File: src/rtl/commit_scheduler.sv
// Active-list controller: allocates in-order tags, records out-of-order completions,
// retires strictly in program order and rolls the tail back on a flush.
module commit_scheduler #(
   parameter int AL_SIZE = 16,
   parameter int REG_W   = 5,
   parameter int PS_W    = 3,
   parameter int TAG_W   = $clog2(AL_SIZE)
) (
   input  logic             clk,
   input  logic             n_rst,
   input  logic             dispatch_valid,
   output logic             dispatch_ready,
   input  logic             dispatch_use_rw,
   input  logic [REG_W-1:0] dispatch_rw_addr,
   input  logic             dispatch_ps_write,
   input  logic [PS_W-1:0]  dispatch_ps_addr,
   output logic [TAG_W-1:0] dispatch_tag,
   input  logic             wb0_valid,
   input  logic [TAG_W-1:0] wb0_tag,
   input  logic             wb1_valid,
   input  logic [TAG_W-1:0] wb1_tag,
   input  logic             flush,
   input  logic [TAG_W-1:0] flush_tag,
   output logic             retire_valid,
   output logic             reg_return,
   output logic [REG_W-1:0] r_reg,
   output logic             ps_return,
   output logic [PS_W-1:0]  r_ps,
   output logic [TAG_W:0]   count,
   output logic             empty,
   output logic             full
);

   typedef logic [TAG_W:0]   ptr_t;
   typedef logic [TAG_W-1:0] tag_t;

   typedef struct packed {
      logic             use_rw;
      logic [REG_W-1:0] rw_addr;
      logic             ps_write;
      logic [PS_W-1:0]  ps_addr;
   } entry_t;

   localparam ptr_t FULL_COUNT = ptr_t'(AL_SIZE);

   ptr_t               head;
   ptr_t               tail;
   ptr_t               head_nxt;
   ptr_t               tail_nxt;
   logic [AL_SIZE-1:0] complete;
   logic [AL_SIZE-1:0] complete_nxt;
   entry_t             entries [AL_SIZE];
   entry_t             head_ent;

   tag_t head_idx;
   tag_t tail_idx;
   tag_t flush_off;
   logic do_dispatch;
   logic flush_hit;
   logic wb0_hit;
   logic wb1_hit;

   // Distance of a tag from the head, in program order.
   function automatic tag_t age_of(input tag_t t, input tag_t hidx);
      return t - hidx;
   endfunction

   function automatic logic is_live(input tag_t t, input tag_t hidx, input ptr_t cnt);
      return {1'b0, age_of(t, hidx)} < cnt;
   endfunction

   assign head_idx = head[TAG_W-1:0];
   assign tail_idx = tail[TAG_W-1:0];
   assign head_ent = entries[head_idx];

   assign count = tail - head;
   assign empty = (count == '0);
   assign full  = (count == FULL_COUNT);

   // Readiness looks only at registered occupancy; a retire this cycle frees its slot next cycle.
   assign dispatch_ready = !full && !flush;
   assign dispatch_tag   = tail_idx;
   assign do_dispatch    = dispatch_valid && dispatch_ready;

   assign retire_valid = !empty && complete[head_idx] && !(flush && (flush_tag == head_idx));
   assign reg_return   = retire_valid && head_ent.use_rw;
   assign r_reg        = head_ent.rw_addr;
   assign ps_return    = retire_valid && head_ent.ps_write;
   assign r_ps         = head_ent.ps_addr;

   assign flush_off = age_of(flush_tag, head_idx);
   assign flush_hit = flush && is_live(flush_tag, head_idx, count);
   assign wb0_hit   = wb0_valid && !flush && is_live(wb0_tag, head_idx, count);
   assign wb1_hit   = wb1_valid && !flush && is_live(wb1_tag, head_idx, count);

   always_comb begin
      // NOTE: every target gets its default first, so no path through the block can infer a latch.
      head_nxt = head + ptr_t'(retire_valid);
      tail_nxt = tail;
      if (flush_hit) begin
         tail_nxt = head + {1'b0, flush_off};
      end else if (do_dispatch) begin
         tail_nxt = tail + ptr_t'(1);
      end
   end

   // Clears are ordered after sets so a retiring or squashed slot never stays complete.
   always_comb begin
      complete_nxt = complete;
      for (int i = 0; i < AL_SIZE; i++) begin
         if (wb0_hit && (wb0_tag == tag_t'(i))) begin
            complete_nxt[i] = 1'b1;
         end
         if (wb1_hit && (wb1_tag == tag_t'(i))) begin
            complete_nxt[i] = 1'b1;
         end
         if (flush_hit && (age_of(tag_t'(i), head_idx) >= flush_off)) begin
            complete_nxt[i] = 1'b0;
         end
         if (do_dispatch && (tail_idx == tag_t'(i))) begin
            complete_nxt[i] = 1'b0;
         end
         if (retire_valid && (head_idx == tag_t'(i))) begin
            complete_nxt[i] = 1'b0;
         end
      end
   end

   always_ff @(posedge clk) begin
      // NOTE: non-blocking assignments make every register sample pre-edge values, independent of statement order.
      if (n_rst) begin
         head     <= '0;
         tail     <= '0;
         complete <= '0;
      end else begin
         head     <= head_nxt;
         tail     <= tail_nxt;
         complete <= complete_nxt;
      end
   end

   always_ff @(posedge clk) begin
      // NOTE: the payload array is intentionally not reset; a slot is only read once dispatch has written it.
      if (!n_rst && do_dispatch) begin
         entries[tail_idx] <= '{use_rw:   dispatch_use_rw,
                                rw_addr:  dispatch_rw_addr,
                                ps_write: dispatch_ps_write,
                                ps_addr:  dispatch_ps_addr};
      end
   end

endmodule

File: config.mk
export PLATFORM = sky130hd
export DESIGN_NAME = commit_scheduler
export DESIGN_NICKNAME = d
export VERILOG_FILES = /design/src/rtl/commit_scheduler.sv
export SDC_FILE = /design/constraint.sdc
export NUM_CORES = 1
export LEC_CHECK = 0
export BUFFER_PORTS_ARGS = -buffer_cell sky130_fd_sc_hd__buf_4
export CAP_MARGIN = 15
export CORE_ASPECT_RATIO = 0.6
export CORE_MARGIN = 4
export CORE_UTILIZATION = 47
export DETAILED_ROUTE_END_ITERATION = 16
export GPL_TIMING_DRIVEN = 0
export PLACE_DENSITY_LB_ADDON = 0.2
export SLEW_MARGIN = 20
export SYNTH_ARGS = -nofsm -noshare
export SYNTH_HDL_FRONTEND = slang
export SYNTH_SLANG_ARGS = --single-unit
File: constraint.sdc
create_clock -name clk -period 9.65 [get_ports clk]
set_clock_uncertainty 0.2 [all_clocks]
set_input_delay 0 -clock clk [delete_from_list [all_inputs] [get_ports clk]]
set_output_delay 0 -clock clk [all_outputs]
set_load 0.02 [all_outputs]
==> impl_metrics.tcl, run 1 <==
set metrics [dict create \
    synth_area_um2 10000 \
    grt_use_total 0.251 \
    slew_violations 0 \
    power_mw 2.44 \
    yosysWarnings 0 \
    wl_per_cell_um 25.7 \
    path_clk_slew_ns 0.07 \
    clockRootBuffer "clkbuf_16" \
    initialDrtViolationCount 991 \
    synth_edf_count 160 \
    status "finished, final reports clean" \
    irDropWorstVdd_mv 0.141 \
    wl_met3_um 3470 \
    post-route-min-period_ns 6.48 \
    hold_viol_final 0 \
    synth_nets 810 \
    fmax_ghz 0.154 \
    synthToLayoutAreaGrowth_pct 18.4 \
    criticalPathCategory "reg2reg" \
    worst_setup_path_end_kind "flip-flop" \
    async_reset_ff_frac 0 \
    cp.required_ns 9.83 \
    start_util 0.477 \
    wl_met1_um 13600 \
    final_nets 924 \
    htreeDepth 4 \
    holdWs_ns 0.193 \
    cp.arrival_ns 6.66 \
    pin_count 51 \
    power.density_nw_per_um2 206 \
    max_cap_viol_count 0 \
    rows 41 \
    grt.overflow.total 0 \
    clock-sinks 186 \
    drt_pass1_iterations 5 \
    final.period_utilization 0.672 \
    cts_tree "built" \
    vias 7003 \
    post-dp-hpwl_um 21300 \
    clock_path_buffers 2 \
    synth_most_common_cell "edfxtp_1" \
    synth_top_cell_by_area "edfxtp_1" \
    antenna_cells 0 \
    cts_resized 0 \
    synth_seq_cells 186 \
    ys.flop_type "edfxtp_1" \
    dieArea_um2 23800 \
    wl_um 28900 \
    grt_max_degree 17 \
    synth_commonest_cells "160 x edfxtp_1, 56 x ha_1, 54 x mux4_2" \
    post-cts-setup-buffers 0 \
    vias_per_cell 6.22 \
    routabilityCongestion 0.995 \
    cp-start-kind "flip-flop" \
    core_area_um2 21000 \
    rsz0062_at_grt "no" \
    num-fill-cells 1680 \
    synth_cell_types 69 \
    grt_pass1_vias 6827 \
    netlist_instances 720 \
    yosysSeqAreaShare 0.532 \
    tns_ns 0 \
    syn_area_per_cell_um2 13.9 \
    postRouteAntennaNets 0 \
    setup_viol 0 \
    met2_length_um 11600 \
    hp-class "in2reg" \
    worst_slew_pin_slew_ns 0.984 \
    relSlewSlack 0.340 \
    grt_first_pass_wirelength_um 43800 \
    clk_latency_ns 0.43 \
    grt_antenna_before_repair 1 \
    die_y_um 121 \
    leakage_nw 4.11 \
    netlist.area_leader.share 0.480 \
    fin_util 0.565 \
    drive_gt1_frac 0.249 \
    drc_errors 0 \
    critical_path.max_fanout 13 \
    top_layer_used "met4" \
    portBuffers 50 \
    cts_inserted_buffers 17 \
    ctsHoldBuffers 37 \
    ys_top_cells_by_area "edfxtp_1 48%, mux4_2 12%, ha_1 7.0%" \
    die_w_um 196 \
]
-- sequential cells by signal, indices dropped and copies added, names as in the netlist --
signal,flops
entries,160
complete,16
head,5
tail,5
-- worst max-delay path: stages (launching register included) --
cell and delay (ns):
dfxtp_1 0.82, buf_6 0.27, clkbuf_1 0.58, inv_1 0.61
fa_1 0.76, inv_1 0.18, ha_1 0.31, a21o_1 0.16
maj3_1 0.39, o211ai_2 0.35, buf_2 0.31, nand3b_1 0.11
dlygate4sd3_1 0.60, a211oi_2 0.17, dlygate4sd3_1 0.57
-- worst paths after layout --
kind	to	startpoint	slack [ns]	cells after the start
worst max-delay path	complete[11]	head[1]	3.17	14
worst min-delay path	entries[4][8]	dispatch_rw_addr[4]	0.19	2
worst max register to register	complete[11]	head[1]	3.17	14
worst min register to register	complete[7]	complete[7]	0.39	2
-- cells by family after synthesis --
family	after synthesis	share of synthesized area
AO/OA/AOI/OAI	139	0.106
XOR/XNOR	25	0.0226
flip-flops	186	0.532
multiplexers	56	0.123
AND/OR/NAND/NOR	165	0.0909
adder cells (fa/ha/maj)	68	0.0880
buffers and inverters	81	0.0366
-- layout by cell type (no fill, tap or decap), types with 12 or more instances in the layout --
cell           instances
nor2b_1               16
ha_1                  56
o21ai_0               17
nand2_1               27
nand3_1               20
xnor2_1               13
dlygate4sd3_1         37
a211oi_2              12
clkbuf_16             17
a21oi_1               22
inv_1                 40
mux4_2                54
nor2_1                17
dfxtp_1               26
a211oi_1              13
buf_4                 55
edfxtp_1             160
nor3_1                14
clkbuf_1              16
buf_6                 12
a31oi_1               13
-- final cells by class --
type                       count  area [um^2]  share of cell area
multi-input combinational    453         4380               0.369
sequential                   186         5330               0.449
buffer                        38          208              0.0175
clock inverter                14          169              0.0143
tap                          279          349              0.0295
inverter                      43          161              0.0136
timing repair buffer          95          836              0.0705
clock buffer                  17          425              0.0359
-- stage by stage --
stage	instances	setup slack, ns	instance area [um^2]
final	1125	3.17	11900
after global routing	1125	2.89	11900
after CTS	1125	3.26	11900
after detailed placement	1057	3.89	10900
after global placement	1049	3.18	10700
after floorplan	720	5.15	10000
-- where the power goes --
part           switching [mW]  internal, mW
Combinational           0.530         0.278
Clock                   0.301         0.408
Sequential             0.0253         0.900
Total                   0.856          1.59
-- layer usage --
metal  GRT usage  vias to the layer above
met5           0                        -
met4      0.0423                        0
met3      0.0782                       29
met2       0.336                      360
met1       0.404                     3550
li1            -                     3064
Note: power is estimated with default switching activity, not from simulation.
==> run 2: changes to the inputs <==
==> constraint.sdc (replaced) <==
create_clock -name clk -period 6.7 [get_ports clk]
set_clock_uncertainty 0.2 [all_clocks]
set_input_delay 0 -clock clk [delete_from_list [all_inputs] [get_ports clk]]
set_output_delay 0 -clock clk [all_outputs]
set_load 0.02 [all_outputs]
==> run 2 against run 1 <==
  * Worst hold slack better by 0.0043 ns
  * Worst setup slack worse by 2.6 ns
  * Core utilization up 0.23 points
  * Global-route usage unchanged
  * Flip-flop and latch count unchanged
  * Routed wire length about the same
  * Non-clock buffer count up 6
  * Clock-buffer cell count unchanged
  * Die area unchanged
==> impl_metrics.tcl, run 2 (synthesis gave the netlist of run 1 again) <==
set metrics [dict create \
    final_nets 930 \
    cp-start-kind "flip-flop" \
    hold_viol_final 0 \
    min_to "entries[4][8]" \
    status "finished, final reports clean" \
    rows 41 \
    slew_violations 0 \
    power_mw 3.52 \
    r2r_slack_ns 0.52 \
    grt.overflow.total 0 \
    final_common_cell "edfxtp_1" \
    synthToLayoutAreaGrowth_pct 18.9 \
    criticalPathCategory "reg2reg" \
    worst_setup_path_end_kind "flip-flop" \
    dieArea_um2 23800 \
    antenna_cells 0 \
    drive_gt1_frac 0.256 \
    vias 7034 \
    irDropWorstVdd_mv 0.203 \
    path_clk_slew_ns 0.07 \
    start_util 0.477 \
    r2r-end "complete[11]" \
    critical_path.max_fanout 12 \
    drc_errors 0 \
    final.period_utilization 0.922 \
    cts_tree "built" \
    grt_pass1_vias 6827 \
    htreeDepth 4 \
    grt_antenna_before_repair 1 \
    rr_startpoint "head[1]" \
    initialDrtViolationCount 919 \
    drt_pass1_iterations 5 \
    relSlewSlack 0.317 \
    top_regs "entries: 160 flops, complete: 16 flops" \
    clock-sinks 186 \
    grt_first_pass_wirelength_um 43800 \
    fmax_ghz 0.162 \
    tns_ns 0 \
    min_from "dispatch_rw_addr[4]" \
    cp.arrival_ns 6.36 \
    die_y_um 121 \
    die_w_um 196 \
    worst_slew_pin_slew_ns 1.02 \
    routabilityCongestion 0.995 \
    ff2ff_path_depth 15 \
    largest_register_ffs 160 \
    grt_max_degree 17 \
    cp.required_ns 6.88 \
    grt_use_total 0.251 \
    portBuffers 50 \
    postRouteAntennaNets 0 \
    core_area_um2 21000 \
    clock_path_buffers 2 \
    post-route-min-period_ns 6.18 \
    hp-class "in2reg" \
    wl_per_cell_um 25.6 \
    wl_um 29000 \
    max_cap_viol_count 0 \
    cts_inserted_buffers 17 \
    top_register "entries" \
    clk_latency_ns 0.43 \
    rsz0062_at_grt "no" \
    fin_util 0.567 \
    setup_viol 0 \
    pin_count 51 \
    leakage_nw 4.13 \
    vias_per_cell 6.22 \
    hold_depth 2 \
    post-dp-hpwl_um 21300 \
    mostFrequentLayoutCells "160 x edfxtp_1, 61 x buf_4, 56 x ha_1" \
    clockRootBuffer "clkbuf_16" \
    power.density_nw_per_um2 296 \
]
run 2: changes by cell type in the layout (fill, tap and decap cells not counted), sizes merged:
cell      before  now
buf           78   84
clkinvlp       2    3
inv           46   45
run 2: timing repair:
action,CTS,global route
buffers inserted,0,6
setup endpoints to repair,0,1
hold buffers,37,0
hold endpoints to repair,186,0
gates resized for setup,0,1
run 2: worst max path at each step:
stage,start,to,slack [ns],depth (start not counted)
after detailed placement,head[1],complete[9],0.94,13
after CTS,head[1],complete[11],0.31,14
after global routing,head[1],complete[11],0.29,15
after floorplan,head[1],entries[5][0],2.20,11
final,head[1],complete[11],0.52,15
after global placement,head[1],entries[14][9],0.23,12
run 2: power by group:
group	internal, mW	switching (mW)
sequential	1.30	0.0366
clock	0.587	0.435
combinational	0.400	0.764
run 2: cell type report:
type,count,area [um^2]
Inverter,43,165
Tap cell,279,349
Sequential cell,186,5330
Multi-Input combinational cell,453,4380
Buffer,38,208
Clock buffer,17,425
Clock inverter,14,169
Timing Repair Buffer,101,881
Fill cell,1682,9080
run 2: critical path: stages (launching register included):
cell	delay (ns)
dfxtp_1	0.82
buf_6	0.28
clkbuf_1	0.65
clkinvlp_4	0.18
buf_4	0.22
fa_1	0.52
inv_1	0.25
ha_1	0.29
a21o_1	0.16
maj3_1	0.39
o211ai_2	0.37
buf_2	0.32
nand3b_1	0.11
dlygate4sd3_1	0.60
a211oi_2	0.17
dlygate4sd3_1	0.57
run 2: stage by stage:
step	hold slack [ns]	instance area [um^2]	instances	setup slack, ns
floorplan	-0.101	10000	720	2.20
global placement	0.0856	10700	1049	0.226
detailed placement	0.105	10900	1057	0.936
CTS	0.196	11900	1125	0.308
global route	0.230	11900	1131	0.292
finish	0.197	11900	1131	0.522
run 2: per-layer routing:
metal | up-vias | wire length (um) | GRT usage
met5 | - | 0 | 0
met2 | 367 | 11700 | 0.336
li1 | 3074 | - | -
met4 | 0 | 266 | 0.0423
met3 | 32 | 3270 | 0.0782
met1 | 3561 | 13700 | 0.404
